`config.mk`:
```
export PLATFORM = sky130hd
export DESIGN_NAME = router_fsm_ctrl
export DESIGN_NICKNAME = d
export VERILOG_FILES = /design/src/rtl/router_fsm_ctrl.sv
export SDC_FILE = /design/constraint.sdc
export NUM_CORES = 1
export LEC_CHECK = 0
export ABC_AREA = 1
export CAP_MARGIN = 20
export CORE_AREA = 10 10 47 49
export DETAILED_ROUTE_END_ITERATION = 6
export DIE_AREA = 0 0 57 59
export DONT_BUFFER_PORTS = 1
export SLEW_MARGIN = 20
export SYNTH_ARGS = -nofsm -noshare
export SYNTH_HDL_FRONTEND = slang
export SYNTH_SLANG_ARGS = --single-unit
```
`constraint.sdc`:
```
create_clock -name clock -period 1.5 [get_ports clock]
set_input_delay 0.3 -clock clock [delete_from_list [all_inputs] [get_ports clock]]
set_output_delay 0.3 -clock clock [all_outputs]
set_load 0.03 [all_outputs]
```
`src/rtl/router_fsm_ctrl.sv`:
```
`default_nettype none
// ============================================================================
// Module   : router_fsm_ctrl
// Brief    : Moore controller sequencing header decode, payload load, full
//            stall and parity check for a three-port packet router.
// Revision : 1.0 - initial release
// ============================================================================
module router_fsm_ctrl (
    input  logic       clock,
    input  logic       fifo_empty_0,
    input  logic       fifo_empty_1,
    input  logic       fifo_empty_2,
    input  logic       fifo_full,
    input  logic       pkt_valid,
    input  logic [1:0] data_in,
    input  logic       parity_done,
    input  logic       low_pkt_valid,
    input  logic       resetn,
    input  logic       soft_reset_0,
    input  logic       soft_reset_1,
    input  logic       soft_reset_2,
    output logic       busy,
    output logic       detect_add,
    output logic       write_enb_reg,
    output logic       ld_state,
    output logic       laf_state,
    output logic       lfd_state,
    output logic       full_state,
    output logic       rst_in_reg
);

    typedef enum logic [2:0] {
        DECODE_ADDRESS     = 3'd0,
        LOAD_FIRST_DATA    = 3'd1,
        LOAD_DATA          = 3'd2,
        FIFO_FULL_STATE    = 3'd3,
        LOAD_AFTER_FULL    = 3'd4,
        LOAD_PARITY        = 3'd5,
        CHECK_PARITY_ERROR = 3'd6,
        WAIT_TILL_EMPTY    = 3'd7
    } state_t;

    state_t     state_q, state_d;
    logic [1:0] addr_q, addr_d;
    logic       empty_in;
    logic       empty_latched;
    logic       soft_reset_hit;

    always_ff @(posedge clock or posedge resetn) begin
        if (resetn) begin
            state_q <= DECODE_ADDRESS;
            addr_q  <= 2'd0;
        end else begin
            state_q <= state_d;
            addr_q  <= addr_d;
        end
    end

    // Address 3 selects no FIFO, so it never reads as empty.
    always_comb begin
        empty_in      = 1'b0;
        empty_latched = 1'b0;
        case (data_in)
            2'd0:    empty_in = fifo_empty_0;
            2'd1:    empty_in = fifo_empty_1;
            2'd2:    empty_in = fifo_empty_2;
            default: empty_in = 1'b0;
        endcase
        case (addr_q)
            2'd0:    empty_latched = fifo_empty_0;
            2'd1:    empty_latched = fifo_empty_1;
            2'd2:    empty_latched = fifo_empty_2;
            default: empty_latched = 1'b0;
        endcase
    end

    assign soft_reset_hit = (soft_reset_0 && (addr_q == 2'd0)) ||
                            (soft_reset_1 && (addr_q == 2'd1)) ||
                            (soft_reset_2 && (addr_q == 2'd2));

    always_comb begin
        state_d = state_q;
        addr_d  = addr_q;
        if ((state_q == DECODE_ADDRESS) && pkt_valid)
            addr_d = data_in;

        case (state_q)
            DECODE_ADDRESS: begin
                if (pkt_valid && (data_in != 2'd3))
                    state_d = empty_in ? LOAD_FIRST_DATA : WAIT_TILL_EMPTY;
            end
            WAIT_TILL_EMPTY: begin
                if (empty_latched)
                    state_d = LOAD_FIRST_DATA;
            end
            LOAD_FIRST_DATA: state_d = LOAD_DATA;
            LOAD_DATA: begin
                if (fifo_full)
                    state_d = FIFO_FULL_STATE;
                else if (!pkt_valid)
                    state_d = LOAD_PARITY;
            end
            FIFO_FULL_STATE: begin
                if (!fifo_full)
                    state_d = LOAD_AFTER_FULL;
            end
            LOAD_AFTER_FULL: begin
                if (parity_done)
                    state_d = DECODE_ADDRESS;
                else if (low_pkt_valid)
                    state_d = LOAD_PARITY;
                else
                    state_d = LOAD_DATA;
            end
            LOAD_PARITY: state_d = CHECK_PARITY_ERROR;
            CHECK_PARITY_ERROR: begin
                state_d = fifo_full ? FIFO_FULL_STATE : DECODE_ADDRESS;
            end
            default: state_d = DECODE_ADDRESS;
        endcase

        // A timeout on the port being written abandons the packet.
        if (soft_reset_hit)
            state_d = DECODE_ADDRESS;
    end

    assign detect_add    = (state_q == DECODE_ADDRESS);
    assign lfd_state     = (state_q == LOAD_FIRST_DATA);
    assign ld_state      = (state_q == LOAD_DATA);
    assign laf_state     = (state_q == LOAD_AFTER_FULL);
    assign full_state    = (state_q == FIFO_FULL_STATE);
    assign rst_in_reg    = (state_q == CHECK_PARITY_ERROR);
    assign write_enb_reg = (state_q == LOAD_DATA) ||
                           (state_q == LOAD_AFTER_FULL) ||
                           (state_q == LOAD_PARITY);
    assign busy          = !((state_q == DECODE_ADDRESS) || (state_q == LOAD_DATA));

endmodule
`default_nettype wire

```
==> metrics.md, run 1 <==
| Metric | Value |
|---|---|
| Syn Nets | `103` |
| GRT met3 Usage | `4.29%` |
| Unrepaired setup endpoints after global routing | `yes` |
| Violated checks | `negative setup slack` |
| Final Non-Filler Cells | `130` |
| Worst-path clk slew | `0.05 ns` |
| Final setup margin | `-0.139 ns` |
| Remaining antenna violation count after routing | `0` |
| Nets | `129` |
| Cells after DPL | `112` |
| Final slew viol count | `0` |
| CP Launch Type | `flop` |
| TritonCTS Buffers | `3` |
| CTS sink cnt | `5` |
| GRT Total Usage | `9.67%` |
| Root Buffer | `clkbuf_4` |
| IO Count | `22` |
| Core Footprint | `1400 sq um` |
| Clk_lat worst skew | `0.25 ns` |
| Cells along the critical path | `inv_2, nor2_4, nand2_2, inv_2, or3_4` |
| Met2 usage | `17.8%` |
| DR pass1 iterations | `4` |
| Max-cap violation count | `0` |
| Final hold vios | `0` |
| Fmax | `0.610 GHz` |
| WL final | `1820 um` |
| Status | `finished with violations` |
| Height of the die | `59 um` |
| Detailed Route Iter0 Violations | `16` |
| Chip width | `57 um` |
| Syn Inst Count | `89` |
| Area delta synth->final | `61.2%` |
| IO Port Bufs | `0` |
| Total gr overflow | `0` |
| Full die area | `3360 sq um` |
| Share of cells above drive strength 1 | `40.4%` |
| Seq/Total Area, Yosys | `24.6%` |
| FF-to-FF path depth | `10` |
| Slew of the pin with the lowest slew margin | `0.300 ns` |
| Worst min-delay path class | `in -> reg` |
| Final worst clock skew | `0.00804 ns` |
| Slowest cell delay on critical path | `0.44 ns` |
| Syn Std Cell Area | `509 sq um` |
| Power per Cell Area | `2340 nW/um^2` |
| RePlAce Congestion | `0.836` |
| Final setup viols | `6` |
| Ant diodes | `0` |
| Max Buffers Root-to-Sink | `2` |
| Crit path max fanout | `3` |
| Slew headroom | `79.8%` |
| VDD IR max | `1.19 mV` |
| Most frequent CP cell | `inv_2` |
| Pre-CTS setup slack | `0.112 ns` |
| Required @ worst endpoint | `1.20 ns` |
| Arrival time at the worst endpoint | `1.34 ns` |
| Critical path endpoint category | `primary output` |
| Worst Hold Depth | `2` |
| Row cnt | `14` |
| Largest net degree at the start of global routing | `7` |
| Period utilization | `109%` |
| Critical-path top delay cell | `or3_4` |
| Yosys warning count | `0` |
| CTS H-tree lvls | `1` |
| Initial core utilization | `36.3%` |
| Post-DP HPWL | `1250 um` |
| Vias in the first global route | `671` |
| DRC errors left | `0` |
| Final worst path period need | `1.64 ns` |
| Total number of vias | `667` |
| Synth cell types | `16` |
| M1 GR Usage | `9.12%` |
| Global-route wire length before repair | `2690 um` |
| GRT busiest layer | `met2` |
| Synthesized area per cell | `5.72 sq um` |
| CTS tree | `built` |
| Lkg Pwr | `0.427 nW` |
| Initial antenna violation count | `0` |
| Vias per inst | `5.13` |
| Critical path class | `reg -> out` |
| Routed length per placed instance | `14.0 um` |
| Post-synthesis register bit count | `5` |
stage by stage:
step / power, mW / util [%] / hold slack, ns / setup TNS [ns] / cell area [sq um]
floorplan: 1.01 / - / 0.0785 / 0 / 514
CTS: 1.52 / 47.9 / 0.259 / -0.128 / 672
detailed placement: 1.24 / 41.6 / 0.0997 / 0 / 583
global route: 2.05 / 58.6 / 0.287 / -0.817 / 821
global placement: 1.22 / 41.6 / 0.0976 / 0 / 583
finish: 1.92 / 58.6 / 0.261 / -0.503 / 821
state kept, by name (all words and copies together), names as in the netlist:
signal	cells
addr_q	2
state_q	3
per-layer routing:
metal	wire length, um	part of all wire [%]
met1	686	38
met2	983	54
met3	124	6.8
met4	27	1.5
met5	0	0
layout by cell type (no fill, tap or decap), types with 3 or more instances in the layout:
master	instances
nand3_1	20
nand2_1	15
buf_4	15
inv_1	10
inv_2	6
nor2_1	6
buf_6	6
nor2_4	5
dfrtp_1	4
o21ai_0	3
a21oi_1	3
clkbuf_4	3
what timing repair did:
| item | in CTS | in global routing |
|---|---|---|
| setup endpoints to repair | 6 | 9 |
| endpoints found under the hold margin | 5 | 0 |
| hold buffers | 1 | 0 |
| gates resized for setup | 6 | 23 |
| setup buffers | 5 | 8 |
| pin swaps | 0 | 7 |
power by group:
part / leakage (nW) / switching (mW) / internal (mW)
logic: 0.350 / 0.887 / 0.607
registers: 0.0621 / 0.0675 / 0.200
clock network: 0.0150 / 0.0556 / 0.101
total: 0.427 / 1.01 / 0.907
worst max-delay path, delay by kind of cell (launching register included):
family                 cells  cell delay [ns]
buffers and inverters      2             0.14
DFF                        1             0.40
and+or+nand+nor            3             0.56
final cells by class:
| type | instances | area, sq um |
|---|---|---|
| Timing Repair Buffer | 22 | 190 |
| Multi-Input combinational cell | 66 | 392 |
| Fill cell | 128 | 581 |
| Inverter | 17 | 66.3 |
| Clock buffer | 4 | 26.3 |
| Sequential cell | 5 | 126 |
| Tap cell | 16 | 20.0 |
synth_stat cells:
library cell  count  area share [%]
nand3_1          23              23
nor3_1            2             2.0
or3_1             1             1.2
nand2_1          17              13
inv_2             3             2.2
nand2_2           1             1.2
o21ai_0           3             2.9
nand3b_1          1             1.5
inv_1            14              10
buf_6             1             2.2
nand4_1           2             2.5
o211ai_1          1             1.5
a21oi_1           3             2.9
nor2_2            2             2.5
nor2_1           10             7.4
dfrtp_1           5              25
kinds of logic (layout without fill, tap and decap cells):
logic type,after synthesis,count (layout),synth area share [%]
and+or+nand+nor,59,59,53.3
buffers and inverters,18,43,14.7
AOI/OAI and AO/OA,7,7,7.37
DFF,5,5,24.6
worst paths after layout:
kind | start | to | slack [ns]
max | state_q[1] | write_enb_reg | -0.14
min | data_in[1] | addr_q[1] | 0.26
max reg2reg | state_q[1] | state_q[0] | 0.04
min reg2reg | addr_q[1] | addr_q[1] | 0.55
max in group asynchronous | resetn | state_q[0] | 0.92
min in group asynchronous | resetn | state_q[1] | 0.39
Note: power is estimated with default switching activity, not from simulation.
==> run 2, diff against run 1 <==
Clock period 1.5 ns to 1.7 ns, I/O delays scaled along.
==> run 2 against run 1 <==
  * The run now ends clean
  * Clock skew decreased by 0.0053 ns
  * Sequential share of layout area grew 4.0 points
  * Wire length is 19% lower
  * Critical path type unchanged
  * Largest power group unchanged
  * Highest routed layer unchanged
==> metrics.md, run 2 (same netlist as run 1, synthesis figures left out) <==
| Metric | Value |
|---|---|
| Final setup margin | `0.0381 ns (was -0.139 ns)` |
| Required @ worst endpoint | `1.36 ns (was 1.20 ns)` |
| Critical-path top delay cell | `or3_4 (unchanged)` |
| Vias in the first global route | `563 (was 671)` |
| Post-DP HPWL | `1170 um (was 1250 um)` |
| Worst reg2reg path startpoint | `state_q[0] (was state_q[1])` |
| Final setup viols | `0 (was 6)` |
| Final hold vios | `0 (unchanged)` |
| CTS tree | `built (unchanged)` |
| Max Buffers Root-to-Sink | `2 (unchanged)` |
| Lkg Pwr | `0.365 nW (was 0.427 nW)` |
| Nets | `119 (was 129)` |
| Ant diodes | `0 (unchanged)` |
| Metal3 WL | `168 um (was 124 um)` |
| Max-cap violation count | `0 (unchanged)` |
| Height of the die | `59 um (unchanged)` |
| Vias per inst | `5.18 (was 5.13)` |
| CTS sink cnt | `5 (unchanged)` |
| WL final | `1480 um (was 1820 um)` |
| Pre-CTS setup slack | `0.183 ns (was 0.112 ns)` |
| Largest register FFs | `3 (unchanged)` |
| GRT Total Usage | `9.12% (was 9.67%)` |
| Worst min-delay path class | `in -> reg (unchanged)` |
| R2r endpoint | `state_q[0] (unchanged)` |
| Routed length per placed instance | `12.3 um (was 14.0 um)` |
| Number of filler cells placed in the layout | `151 (was 128)` |
| Global-route wire length before repair | `2450 um (was 2690 um)` |
| Total gr overflow | `0 (unchanged)` |
| VDD IR max | `0.706 mV (was 1.19 mV)` |
| DR pass1 iterations | `6 (was 4)` |
| Root Buffer | `clkbuf_4 (unchanged)` |
| Row cnt | `14 (unchanged)` |
| Remaining antenna violation count after routing | `0 (unchanged)` |
| Period utilization | `97.8%` |
| Top reg by flops | `state_q (unchanged)` |
| Int Power | `0.578 mW (was 0.907 mW)` |
| Met2 wire len | `647 um (was 983 um)` |
| Top sig layer | `met4 (unchanged)` |
| CP Launch Point | `state_q[1] (unchanged)` |
| Biggest regs | `state_q x3, addr_q x2 (unchanged)` |
| Area delta synth->final | `28.3% (was 61.2%)` |
| RePlAce Congestion | `0.796 (was 0.836)` |
| FF-to-FF path depth | `9 (was 10)` |
| Arrival time at the worst endpoint | `1.32 ns (was 1.34 ns)` |
| TritonCTS Buffers | `3 (unchanged)` |
| P_sw | `0.697 mW (was 1.01 mW)` |
| WP buf/inv | `2 (unchanged)` |
| Worst-path clk slew | `0.04 ns (was 0.05 ns)` |
| Crit path depth | `5 (unchanged)` |
| Final worst path period need | `1.66 ns` |
| Initial antenna violation count | `0 (unchanged)` |
| Slew of the pin with the lowest slew margin | `0.296 ns (was 0.300 ns)` |
| Cells along the critical path | `inv_2, buf_4, nand2_1, nor2_2, or3_4 (was inv_2, nor2_4, nand2_2, inv_2, or3_4)` |
| Clock power frac | `10.6% (was 8.2%)` |
| CP delay by family, top | `simple AND/OR/NAND/NOR gates (unchanged)` |
| Reg2reg setup slack | `0.29 ns (was 0.04 ns)` |
| Hold wc startpoint | `data_in[1] (unchanged)` |
| Slew headroom | `80.2% (was 79.8%)` |
| Worst Hold Depth | `2 (unchanged)` |
| Chip width | `57 um (unchanged)` |
| Crit path max fanout | `2 (was 3)` |
| CP Launch Type | `flop (unchanged)` |
| Most frequent cells in the layout | `nand3_1 (23), nand2_1 (16), inv_1 (14) (was nand3_1 (20), nand2_1 (15), buf_4 (15))` |
| Critical path endpoint category | `primary output (unchanged)` |
| Leading cell type in the layout, fill and taps excluded | `nand3_1 (unchanged)` |
| DRC errors left | `0 (unchanged)` |
| IO Port Bufs | `0 (unchanged)` |
| Clk_lat worst skew | `0.24 ns (was 0.25 ns)` |
| Power per Cell Area | `1950 nW/um^2 (was 2340 nW/um^2)` |
| Status | `completed (was finished with violations)` |
| M1 WL | `621 um (was 686 um)` |
| Final worst clock skew | `0.00272 ns (was 0.00804 ns)` |
| WHS | `0.289 ns (was 0.261 ns)` |
| Total number of vias | `622 (was 667)` |
| Share of cells above drive strength 1 | `23.1% (was 40.4%)` |
| Core Footprint | `1400 sq um (unchanged)` |
| Fmax | `0.602 GHz` |
| Critical path class | `reg -> out (unchanged)` |
| Largest net degree at the start of global routing | `8 (was 7)` |
| Initial core utilization | `36.3% (unchanged)` |
| IO Count | `22 (unchanged)` |
| Switch share | `54.7% (was 52.7%)` |
| Combinational group share of total power | `71.3% (was 77.9%)` |
| Flop pwr share | `18.1% (was 13.9%)` |
| Slowest cell delay on critical path | `0.42 ns (was 0.44 ns)` |
| CTS H-tree lvls | `1 (unchanged)` |
| Full die area | `3360 sq um (unchanged)` |
| Detailed Route Iter0 Violations | `15 (was 16)` |
| Final slew viol count | `0 (unchanged)` |
| CP endpoint | `write_enb_reg (unchanged)` |
run 2: changes by cell type in the layout (fill, tap and decap cells not counted), sizes merged:
| cell | previous run | this run |
|---|---|---|
| buf | 21 | 11 |
run 2: routing by layer:
layer | GRT usage (%) | vias to the layer above
li1 | - | 318
met1 | 9.75 | 275
met2 | 13.2 | 25
met3 | 5.36 | 4
met4 | 6.38 | 0
met5 | 0 | -
run 2: power groups by stage:
| stage | Clock [mW] | Combinational, mW | Sequential, mW |
|---|---|---|---|
| after floorplan | 0 | 0.656 | 0.217 |
| after global placement | 0 | 0.790 | 0.230 |
| after detailed placement | 0 | 0.795 | 0.232 |
| after CTS | 0.141 | 0.816 | 0.233 |
| after global routing | 0.153 | 1.01 | 0.238 |
| final | 0.135 | 0.908 | 0.231 |
run 2: repair_timing:
action / in CTS / in global routing
hold buffers: 1 / 0
setup buffers: 0 / 5
endpoints found under the hold margin: 5 / 0
endpoints found under the setup margin: 1 / 1
pin swaps: 0 / 2
resized for setup: 2 / 3
run 2: through the flow:
| stage | cells | area [sq um] | TNS, ns | utilization, % | total power, mW |
|---|---|---|---|---|---|
| after CTS | 115 | 606 | 0 | 43.2 | 1.19 |
| after global routing | 120 | 653 | -0.00774 | 46.6 | 1.40 |
| after global placement | 110 | 563 | 0 | 40.2 | 1.02 |
| after floorplan | 89 | 509 | 0 | - | 0.873 |
| final | 120 | 653 | 0 | 46.6 | 1.27 |
| after detailed placement | 110 | 563 | 0 | 40.2 | 1.03 |
run 2: worst min-delay path by stage:
stage	to	slack, ns
3_5_place_dp	state_q[2]	0.14
2_1_floorplan	addr_q[0]	0.12
6_report	addr_q[1]	0.29
4_1_cts	addr_q[1]	0.28
5_1_grt	addr_q[1]	0.33
3_3_place_gp	state_q[2]	0.14
run 2: area by class of cell:
type / count / area, sq um / area share (%)
tap: 16 / 20.0 / 3.07
sequential: 5 / 126 / 19.3
timing repair buffer: 12 / 92.6 / 14.2
clock buffer: 4 / 26.3 / 4.02
inverter: 17 / 63.8 / 9.77
multi-input combinational: 66 / 324 / 49.6
